==> src/rtl/adc_acq_pkg.sv <==
// Shared types and default widths for the ADC capture/serialise block.
// FSM states and default channel geometry.
package adc_acq_pkg;

  typedef enum logic [2:0] {
    ST_IDLE,
    ST_LOAD,
    ST_SHIFT,
    ST_PARITY,
    ST_DONE
  } acq_state_e;

  localparam int DATA_W_DEF   = 14;
  localparam int CHANNELS_DEF = 1;

endpackage

==> src/rtl/adc_acq_fifo.sv <==
// Synchronous frame FIFO with occupancy count.
// A write on a full FIFO is accepted only if a read happens in the same cycle.
module adc_acq_fifo #(
  parameter int W     = 28,
  parameter int DEPTH = 4
) (
  input  logic                     clk,
  input  logic                     reset,
  input  logic                     wr,
  input  logic [W-1:0]             wr_data,
  input  logic                     rd,
  output logic [W-1:0]             rd_data,
  output logic                     full,
  output logic                     empty,
  output logic [$clog2(DEPTH):0]   level
);

  localparam int AW = $clog2(DEPTH);

  logic [W-1:0]  mem_q [DEPTH];
  logic [W-1:0]  mem_d [DEPTH];
  logic [AW-1:0] wptr_q, wptr_d;
  logic [AW-1:0] rptr_q, rptr_d;
  logic [AW:0]   cnt_q, cnt_d;
  logic          wr_ok, rd_ok;

  assign full    = (cnt_q == (AW+1)'(DEPTH));
  assign empty   = (cnt_q == '0);
  assign level   = cnt_q;
  assign rd_data = mem_q[rptr_q];
  assign wr_ok   = wr && (!full || rd);
  assign rd_ok   = rd && !empty;

  always_comb begin
    mem_d  = mem_q;
    wptr_d = wptr_q;
    rptr_d = rptr_q;
    cnt_d  = cnt_q;
    if (wr_ok) begin
      mem_d[wptr_q] = wr_data;
      wptr_d        = wptr_q + 1'b1;
    end
    if (rd_ok) begin
      rptr_d = rptr_q + 1'b1;
    end
    unique case ({wr_ok, rd_ok})
      2'b10:   cnt_d = cnt_q + 1'b1;
      2'b01:   cnt_d = cnt_q - 1'b1;
      default: cnt_d = cnt_q;
    endcase
  end

  always_ff @(posedge clk) begin
    mem_q <= mem_d;
  end

  always_ff @(posedge clk or negedge reset) begin
    if (!reset) begin
      wptr_q <= '0;
      rptr_q <= '0;
      cnt_q  <= '0;
    end else begin
      wptr_q <= wptr_d;
      rptr_q <= rptr_d;
      cnt_q  <= cnt_d;
    end
  end

endmodule

==> src/rtl/adc_acq_serializer.sv <==
// Multi-channel ADC capture, frame FIFO and MSB-first serialiser.
// Define ADC_ACQ_PARITY_EN to append an even-parity bit to every frame.
module adc_acq_serializer
  import adc_acq_pkg::*;
#(
  parameter int DATA_W     = DATA_W_DEF,
  parameter int CHANNELS   = CHANNELS_DEF,
  parameter int FIFO_DEPTH = 4,
  parameter int BIT_DIV    = 4
) (
  input  logic                           clk,
  input  logic                           reset,
  input  logic [CHANNELS*DATA_W-1:0]     adc_d,
  input  logic                           adc_rd_n,
  input  logic                           ovf_clr,
  output logic                           ser_dout,
  output logic                           ser_clk,
  output logic                           ser_frame,
  output logic                           empty_tick,
  output logic                           overflow,
  output logic [$clog2(FIFO_DEPTH):0]    fifo_level
);

  localparam int FRAME_W = CHANNELS * DATA_W;
  localparam int BC_W    = $clog2(FRAME_W);
  localparam int DC_W    = $clog2(BIT_DIV);

  acq_state_e         state_q, state_d;
  logic [FRAME_W-1:0] shreg_q, shreg_d;
  logic [BC_W-1:0]    bit_cnt_q, bit_cnt_d;
  logic [DC_W-1:0]    div_cnt_q, div_cnt_d;
  logic               rd_n_q, rd_n_d;
  logic               ovf_q, ovf_d;
  logic               capture, pop;
  logic               fifo_full, fifo_empty;
  logic [FRAME_W-1:0] fifo_rd_data;
  logic               bit_end;
`ifdef ADC_ACQ_PARITY_EN
  logic               par_q, par_d;
`endif

  assign rd_n_d  = adc_rd_n;
  assign capture = rd_n_q && !adc_rd_n;
  assign bit_end = (div_cnt_q == DC_W'(BIT_DIV-1));

  adc_acq_fifo #(
    .W     (FRAME_W),
    .DEPTH (FIFO_DEPTH)
  ) u_fifo (
    .clk     (clk),
    .reset   (reset),
    .wr      (capture),
    .wr_data (adc_d),
    .rd      (pop),
    .rd_data (fifo_rd_data),
    .full    (fifo_full),
    .empty   (fifo_empty),
    .level   (fifo_level)
  );

  always_comb begin
    ovf_d = ovf_q;
    if (capture && fifo_full && !pop) begin
      ovf_d = 1'b1;
    end else if (ovf_clr) begin
      ovf_d = 1'b0;
    end
  end

  // IDLE also reacts to the capture itself so the frame loads one cycle later.
  always_comb begin
    state_d   = state_q;
    shreg_d   = shreg_q;
    bit_cnt_d = bit_cnt_q;
    div_cnt_d = div_cnt_q;
    pop       = 1'b0;
`ifdef ADC_ACQ_PARITY_EN
    par_d     = par_q;
`endif
    unique case (state_q)
      ST_IDLE: begin
        if (!fifo_empty || capture) state_d = ST_LOAD;
      end
      ST_LOAD: begin
        pop       = 1'b1;
        shreg_d   = fifo_rd_data;
        bit_cnt_d = BC_W'(FRAME_W-1);
        div_cnt_d = '0;
`ifdef ADC_ACQ_PARITY_EN
        par_d     = ^fifo_rd_data;
`endif
        state_d   = ST_SHIFT;
      end
      ST_SHIFT: begin
        if (bit_end) begin
          div_cnt_d = '0;
          if (bit_cnt_q == '0) begin
`ifdef ADC_ACQ_PARITY_EN
            state_d = ST_PARITY;
`else
            state_d = ST_DONE;
`endif
          end else begin
            shreg_d   = {shreg_q[FRAME_W-2:0], 1'b0};
            bit_cnt_d = bit_cnt_q - 1'b1;
          end
        end else begin
          div_cnt_d = div_cnt_q + 1'b1;
        end
      end
`ifdef ADC_ACQ_PARITY_EN
      ST_PARITY: begin
        if (bit_end) begin
          div_cnt_d = '0;
          state_d   = ST_DONE;
        end else begin
          div_cnt_d = div_cnt_q + 1'b1;
        end
      end
`endif
      ST_DONE: begin
        state_d = fifo_empty ? ST_IDLE : ST_LOAD;
      end
      default: state_d = ST_IDLE;
    endcase
  end

  always_comb begin
    ser_frame  = (state_q == ST_SHIFT) || (state_q == ST_PARITY);
    ser_clk    = ser_frame && (div_cnt_q >= DC_W'(BIT_DIV/2));
    empty_tick = (state_q == ST_DONE) && fifo_empty;
    ser_dout   = 1'b0;
    if (state_q == ST_SHIFT) ser_dout = shreg_q[FRAME_W-1];
`ifdef ADC_ACQ_PARITY_EN
    if (state_q == ST_PARITY) ser_dout = par_q;
`endif
  end

  assign overflow = ovf_q;

  always_ff @(posedge clk or negedge reset) begin
    if (!reset) begin
      state_q   <= ST_IDLE;
      shreg_q   <= '0;
      bit_cnt_q <= '0;
      div_cnt_q <= '0;
      rd_n_q    <= 1'b1;
      ovf_q     <= 1'b0;
    end else begin
      state_q   <= state_d;
      shreg_q   <= shreg_d;
      bit_cnt_q <= bit_cnt_d;
      div_cnt_q <= div_cnt_d;
      rd_n_q    <= rd_n_d;
      ovf_q     <= ovf_d;
    end
  end

`ifdef ADC_ACQ_PARITY_EN
  always_ff @(posedge clk or negedge reset) begin
    if (!reset) par_q <= 1'b0;
    else        par_q <= par_d;
  end
`endif

endmodule

==> config.mk <==
export PLATFORM = sky130hd
export DESIGN_NAME = adc_acq_serializer
export DESIGN_NICKNAME = d
export VERILOG_FILES = /design/src/rtl/adc_acq_pkg.sv /design/src/rtl/adc_acq_fifo.sv /design/src/rtl/adc_acq_serializer.sv
export SDC_FILE = /design/constraint.sdc
export NUM_CORES = 1
export LEC_CHECK = 0
export BUFFER_PORTS_ARGS = -buffer_cell sky130_fd_sc_hd__buf_2
export CORE_MARGIN = 2
export CORE_UTILIZATION = 42
export DETAILED_ROUTE_END_ITERATION = 10
export HOLD_SLACK_MARGIN = 0.15
export PLACE_DENSITY = 0.59
export SLEW_MARGIN = 40
export SYNTH_ARGS = -nofsm -noshare
export SYNTH_HDL_FRONTEND = slang
export SYNTH_HIERARCHICAL = 1
export SYNTH_SLANG_ARGS = --single-unit
==> constraint.sdc <==
create_clock -name clk -period 7.1 [get_ports clk]
set_input_delay 0.71 -clock clk [delete_from_list [all_inputs] [get_ports clk]]
set_output_delay 0.71 -clock clk [all_outputs]
set_load 0.01 [all_outputs]
==> results.sh, run 1 <==
export IMPL_r2r_cells=10
export IMPL_finalPower_w=0.001072
export IMPL_drive_gt1_share_pct=30.52
export IMPL_synthArstFlopShare_pct=36.36
export IMPL_clock_path_buffers=2
export IMPL_routed_via_density=5.196
export IMPL_cts_sinks=88
export IMPL_fp_dieArea_um2=9616
export IMPL_placed_area_um2=3906
export IMPL_insertion_delay_ps=350
export IMPL_grt_ovfl_total=0
export IMPL_crit_fanout=20
export IMPL_status="completed"
export IMPL_route_detailed_drc=0
export IMPL_ir_worst_vdd_mv=0.1256
export IMPL_antenna_found_initial=0
export IMPL_endpoint="u_fifo/level[2]"
export IMPL_fmax_mhz=397.9
export IMPL_grt_pass1_vias=1903
export IMPL_core_area_um2=8636
export IMPL_endpoint_kind="flop"
export IMPL_min_period_ps=2513
export IMPL_power_leakage_nw=1.508
export IMPL_startpoint_type="flop"
export IMPL_dp_hpwl_um=3773
export IMPL_grt_max_degree=33
export IMPL_initial_utilization_pct=43.03
export IMPL_setup_total_negative_slack_ps=0
export IMPL_powerDensity_nw_per_um2=261.7
export IMPL_synth_ff_type="edfxtp_1"
export IMPL_cts_resized=0
export IMPL_syn_area_um2=3716
export IMPL_slew_viol_final=0
export IMPL_first_pass_iters=6
export IMPL_wl_per_cell_um=16.46
export IMPL_post_cts_setup_buffer_count=0
export IMPL_cts_clk_slew_worst_paths_ps=100
export IMPL_seq_area_frac_synth_pct=66.84
export IMPL_final_util_pct=47.45
export IMPL_synth_edf_count=56
export IMPL_path_class="flop to flop"
export IMPL_portBuffers=25
export IMPL_nFillCells=750
export IMPL_hp_class="primary input to asynchronous set/reset pin"
export IMPL_ys_ff_latch=88
export IMPL_r2r_start="state_q[0]"
export IMPL_worst_pin_slew_ps=743.4
export IMPL_cts_buffers_inserted=9
export IMPL_fin_area_um2=4098
export IMPL_netlist_instances=217
export IMPL_place_gp_congestion=0.7133
export IMPL_final_antenna_net_count=0
export IMPL_clock_root_buffer="clkbuf_8"
export IMPL_skew_ps=11.14
export IMPL_std_cell_rows=34
export IMPL_cp_startpoint="state_q[0]"
export IMPL_die_w_um=98.06
export IMPL_io_pins=26
export IMPL_synth_avg_cell_area_um2=17.12
export IMPL_num_vias=1855
export IMPL_cts_tree="built"
export IMPL_htreeDepth=3
export IMPL_cp_data_required_time_ps=7390
export IMPL_setup_viol=0
export IMPL_ff2ff_setup_slack_ps=4590
export IMPL_r2r_end="u_fifo/level[2]"
export IMPL_fin_nets=271
export IMPL_grt_total_usage_pct=13.44
export IMPL_drt_total_wl_um=5876
export IMPL_synth_nets=244
export IMPL_drt_iter0_drc=90
export IMPL_area_growth_pct=10.27
export IMPL_grt_pass1_wl_um=9894
export IMPL_ys_types=47
export IMPL_finalCritPeriodShare_pct=35.40
export IMPL_ctsHoldBuffers=0
export IMPL_dieHeight_um=98.06
export IMPL_n_antenna_cell=0
export IMPL_rsz0062_at_grt="no"
export IMPL_maxCapViolations=0
export IMPL_arrival_ps=2800
export IMPL_final_hold_violation_count=0
export IMPL_slew_headroom_pct=50.44
export IMPL_synth_warnings=6
## metal layers
metal  wire, um  global-route usage (%)  up-vias
met5          0                       0        -
met4         78                   6.731        0
met3        129                   2.863        5
met2       2738                   19.34       27
met1       2929                   19.44      941
li1           -                       -      882
## cells in the final DEF, fill, tap and decap left out, drive strengths merged, types with 2 or more instances in the layout
cell type,netlist,final
nand2,5,5
nor3,3,3
edfxtp,56,56
clkbuf,1,9
a21oi,3,3
buf,8,25
nand3,5,5
inv,11,17
nor3b,2,2
mux2i,2,2
nor2b,2,2
ha,8,8
and2,5,5
nand2b,14,14
mux2,2,2
o21ai,4,4
o31ai,2,2
mux4,14,14
or3b,4,4
o221a,13,13
dfrtp,31,31
nor2,3,3
o21a,2,2
xnor2,3,3
xor2,3,3
## worst min path at each step
stage,endpoint,start,slack (ps)
after global routing,rd_n_q,adc_rd_n,420
after global placement,overflow,overflow,500
final,shreg_q[8],reset,410
after floorplan,bit_cnt_q[0],reset,410
after detailed placement,overflow,overflow,510
after CTS,div_cnt_q[1],reset,420
## area by class of cell
type | instances | area (um^2) | share of cell area [%]
sequential | 88 | 2485 | 60.64
multi-input combinational | 108 | 1111 | 27.11
timing repair buffer | 25 | 125.1 | 3.053
clock inverter | 7 | 67.56 | 1.649
inverter | 12 | 50.05 | 1.221
tap | 108 | 135.1 | 3.298
clock buffer | 9 | 123.9 | 3.023
## cell usage after synthesis, types with 2 or more instances
library cell / number / area (um^2)
nand2b_1: 14 / 87.58
inv_1: 11 / 41.29
xor2_1: 3 / 26.28
edfxtp_1: 56 / 1682
buf_6: 4 / 45.04
nand2_1: 5 / 18.77
xnor2_1: 3 / 26.28
ha_1: 8 / 100.1
a21oi_1: 2 / 10.01
o221a_1: 9 / 101.4
o221a_2: 4 / 45.04
nor2b_1: 2 / 12.51
nor2_1: 3 / 11.26
dfrtp_1: 31 / 775.7
or3b_1: 4 / 35.03
nor3_1: 3 / 15.01
o21ai_1: 2 / 10.01
buf_2: 3 / 15.01
nand3_1: 4 / 20.02
mux4_2: 14 / 315.3
nor3b_2: 2 / 25.02
and2_2: 4 / 30.03
mux2i_1: 2 / 20.02
## worst max-delay path, cell delays in order (launching register included)
cell,delay (ps)
dfrtp_1,440
or3b_1,420
clkinv_4,240
o21a_4,290
inv_1,60
ha_1,170
inv_1,60
fa_1,370
xor2_1,150
nor2_1,110
xor2_1,140
## registers in the layout, indices dropped and copies added (netlist names)
signal,cells
state_q,3
u_fifo/mem_q,56
u_fifo/wptr_q,2
rd_n_q,1
overflow,1
shreg_q,14
bit_cnt_q,4
u_fifo/level,3
div_cnt_q,2
u_fifo/rptr_q,2
## cells by family (layout without fill, tap and decap cells)
logic type	after synthesis	count (layout)	share of synthesized area (%)
AND/OR/NAND/NOR	45	45	7.778
multiplexers	18	18	9.730
buffers and inverters	21	53	3.266
AO/OA/AOI/OAI	30	30	7.744
adder cells (fa/ha/maj)	9	9	3.232
XOR/XNOR	6	6	1.414
flip-flops	88	88	66.83
## power breakdown
part           switching (W)  internal [W]
Clock               0.000193      0.000138
Sequential         0.0000247      0.000599
Combinational      0.0000660     0.0000515
## per-stage QoR
step / cells / hold WS (ps) / setup slack [ps]
CTS: 357 / 420.6 / 4552
detailed placement: 341 / 505.5 / 4593
finish: 357 / 407.3 / 4587
floorplan: 217 / 414.4 / 4771
global placement: 341 / 495.6 / 4641
global route: 357 / 416.0 / 4352
Note: power is estimated with default switching activity, not from simulation.
==> run 2, diff against run 1 <==
Settings changed: ABC_AREA from default to 1.
Clock period 7.1 ns to 2.6 ns, I/O delays scaled along.
==> run 2 against run 1 <==
Via count is 45% higher. Worst hold slack worse by 24 ps. Clock power rose to 3.1 times the previous value. Critical endpoint unchanged. Highest routed layer unchanged.
==> results.sh, run 2 <==
export IMPL_grt_pass1_wl_um=12560
export IMPL_synth_top_family_by_area="simple AND/OR/NAND/NOR gates"
export IMPL_fin_nets=465
export IMPL_num_vias=2693
export IMPL_clock_root_buffer="clkbuf_8"
export IMPL_ys_ff_latch=88
export IMPL_insertion_delay_ps=350
export IMPL_ir_worst_vdd_mv=0.4309
export IMPL_worst_pin_slew_ps=539.3
export IMPL_cts_tree="built"
export IMPL_cts_buffers_inserted=9
export IMPL_dp_hpwl_um=4532
export IMPL_htreeDepth=3
export IMPL_syn_area_um2=3963
export IMPL_synth_compound_area_share_pct=6.757
export IMPL_drive_gt1_share_pct=15.80
export IMPL_routed_via_density=4.861
export IMPL_synth_warnings=6
export IMPL_cts_resized=0
export IMPL_slew_headroom_pct=63.99
export IMPL_first_pass_iters=4
export IMPL_synthAdderAreaFrac_pct=3.031
export IMPL_startpoint_type="flop"
export IMPL_core_area_um2=9196
export IMPL_maxCapViolations=0
export IMPL_reg_top3="u_fifo/mem_q x56, shreg_q x14, bit_cnt_q x4"
export IMPL_largest_register_ffs=56
export IMPL_ctsHoldBuffers=17
export IMPL_grt_total_usage_pct=16.10
export IMPL_synth_ff_type="edfxtp_1"
export IMPL_nFillCells=867
export IMPL_status="completed"
export IMPL_wl_per_cell_um=13.43
export IMPL_antenna_found_initial=0
export IMPL_grt_ovfl_total=0
export IMPL_arrival_ps=2330
export IMPL_n_antenna_cell=0
export IMPL_dieHeight_um=101.1
export IMPL_finalCritPeriodShare_pct=80.09
export IMPL_synthArstFlopShare_pct=36.36
export IMPL_final_antenna_net_count=0
export IMPL_synth_edf_count=56
export IMPL_powerDensity_nw_per_um2=1032
export IMPL_cp_data_required_time_ps=2850
export IMPL_crit_fanout=7
export IMPL_grt_max_degree=33
export IMPL_whs_ps=383.1
export IMPL_synth_xor_area_share_pct=0.2210
export IMPL_drt_iter0_drc=168
export IMPL_fp_dieArea_um2=10230
export IMPL_hp_class="primary input to asynchronous set/reset pin"
export IMPL_cts_sinks=88
export IMPL_synthTopCellsByCount="nand2_1 (97), edfxtp_1 (56), nor2_1 (50), o21ai_1 (36), nand3_1 (33)"
export IMPL_ys_types=28
export IMPL_io_pins=26
export IMPL_power_leakage_nw=2.015
export IMPL_endpoint_kind="flop"
export IMPL_yosys_area_top_type_share_pct=42.44
export IMPL_cts_clk_slew_worst_paths_ps=90
export IMPL_seq_area_frac_synth_pct=62.68
export IMPL_initial_utilization_pct=43.09
export IMPL_setup_viol=0
export IMPL_synthSimpleGateAreaFrac_pct=21.63
export IMPL_synth_most_common_cell="nand2_1"
export IMPL_min_period_ps=2082
export IMPL_path_class="flop to flop"
export IMPL_synth_avg_cell_area_um2=10.06
export IMPL_skew_ps=4.681
export IMPL_die_w_um=101.1
export IMPL_synth_top_area_cell="edfxtp_1"
export IMPL_slew_viol_final=0
export IMPL_synth_area_leaders="edfxtp_1 (42%), dfrtp_1 (20%), nand2_1 (9.2%), nor2_1 (4.7%), o21ai_1 (4.5%)"
export IMPL_rsz0062_at_grt="no"
export IMPL_clock_path_buffers=2
export IMPL_grt_pass1_vias=2663
export IMPL_setup_total_negative_slack_ps=0
export IMPL_route_detailed_drc=0
export IMPL_post_cts_setup_buffer_count=0
export IMPL_final_cell_mix="nand2_1 (97), edfxtp_1 (56), nor2_1 (50)"
export IMPL_place_gp_congestion=0.7066
export IMPL_portBuffers=25
export IMPL_area_growth_pct=15.47
export IMPL_final_hold_violation_count=0
export IMPL_layout_commonest_cell="nand2_1"
export IMPL_netlist_instances=394
export IMPL_synthMuxAreaShare_pct=0
export IMPL_synth_nets=421
export IMPL_std_cell_rows=35
export IMPL_top_register="u_fifo/mem_q"
export IMPL_regArea_um2=2484
export IMPL_fmax_mhz=480.2
export IMPL_drt_total_wl_um=7438
export IMPL_multi_input_area_um2=1254
## run 2: worst paths after layout
kind | start | cells past startpoint | slack (ps) | to
max | state_q[0] | 12 | 520 | u_fifo/level[2]
min | reset | 2 | 380 | overflow
max reg2reg | state_q[0] | 12 | 520 | u_fifo/level[2]
min reg2reg | bit_cnt_q[0] | 2 | 490 | bit_cnt_q[0]
max in group asynchronous | reset | 2 | 1890 | rd_n_q
min in group clk | bit_cnt_q[0] | 2 | 490 | bit_cnt_q[0]
## run 2: where the power goes
part / switching (W) / internal [W] / leakage [nW] / total [W]
clock network: 0.000494 / 0.000551 / 0.107 / 0.00104
registers: 0.000189 / 0.00178 / 0.915 / 0.00197
logic: 0.00113 / 0.000581 / 0.993 / 0.00171
## run 2: cell type report
class,count,share of cell area (%)
tap,111,3.035
multi-input combinational,256,27.40
sequential,88,54.28
clock buffer,9,2.707
clock inverter,7,2.215
inverter,35,2.871
timing repair buffer,48,7.492
## run 2: kinds of logic (layout without fill, tap and decap cells)
family,Yosys count,in the layout
simple gates,197,197
compound gates,49,49
xor+xnor,1,1
buf+inv,50,99
fa+ha+maj,9,9
flops,88,88
## run 2: through the flow
| stage | setup WS [ps] | power [W] | util (%) | instance area [um^2] | std cells |
|---|---|---|---|---|---|
| after floorplan | 261.7 | 0.003315 | - | 3963 | 394 |
| after global placement | 629.3 | 0.003680 | 45.43 | 4178 | 521 |
| after detailed placement | 537.5 | 0.003715 | 45.43 | 4178 | 521 |
| after CTS | 534.2 | 0.004792 | 49.73 | 4573 | 554 |
| after global routing | 371.2 | 0.005134 | 49.76 | 4576 | 554 |
| final | 517.7 | 0.004722 | 49.76 | 4576 | 554 |
## run 2: critical path, cell delays in order (launching register included)
cell,delay (ps)
dfrtp_1,470
nand3_1,140
inv_1,80
inv_1,50
nand3_1,130
nand2_2,160
ha_1,180
inv_1,70
fa_1,380
nand2_1,100
nand3_1,90
nand2_1,70
nand2_1,50
## run 2: per-layer routing
| metal | vias to the layer above | part of all wire [%] | GRT usage [%] |
|---|---|---|---|
| li1 | 1382 | - | - |
| met1 | 1269 | 47 | 20.86 |
| met2 | 31 | 48 | 26.74 |
| met3 | 11 | 3.0 | 2.553 |
| met4 | 0 | 1.8 | 7.380 |
| met5 | - | 0 | 0 |
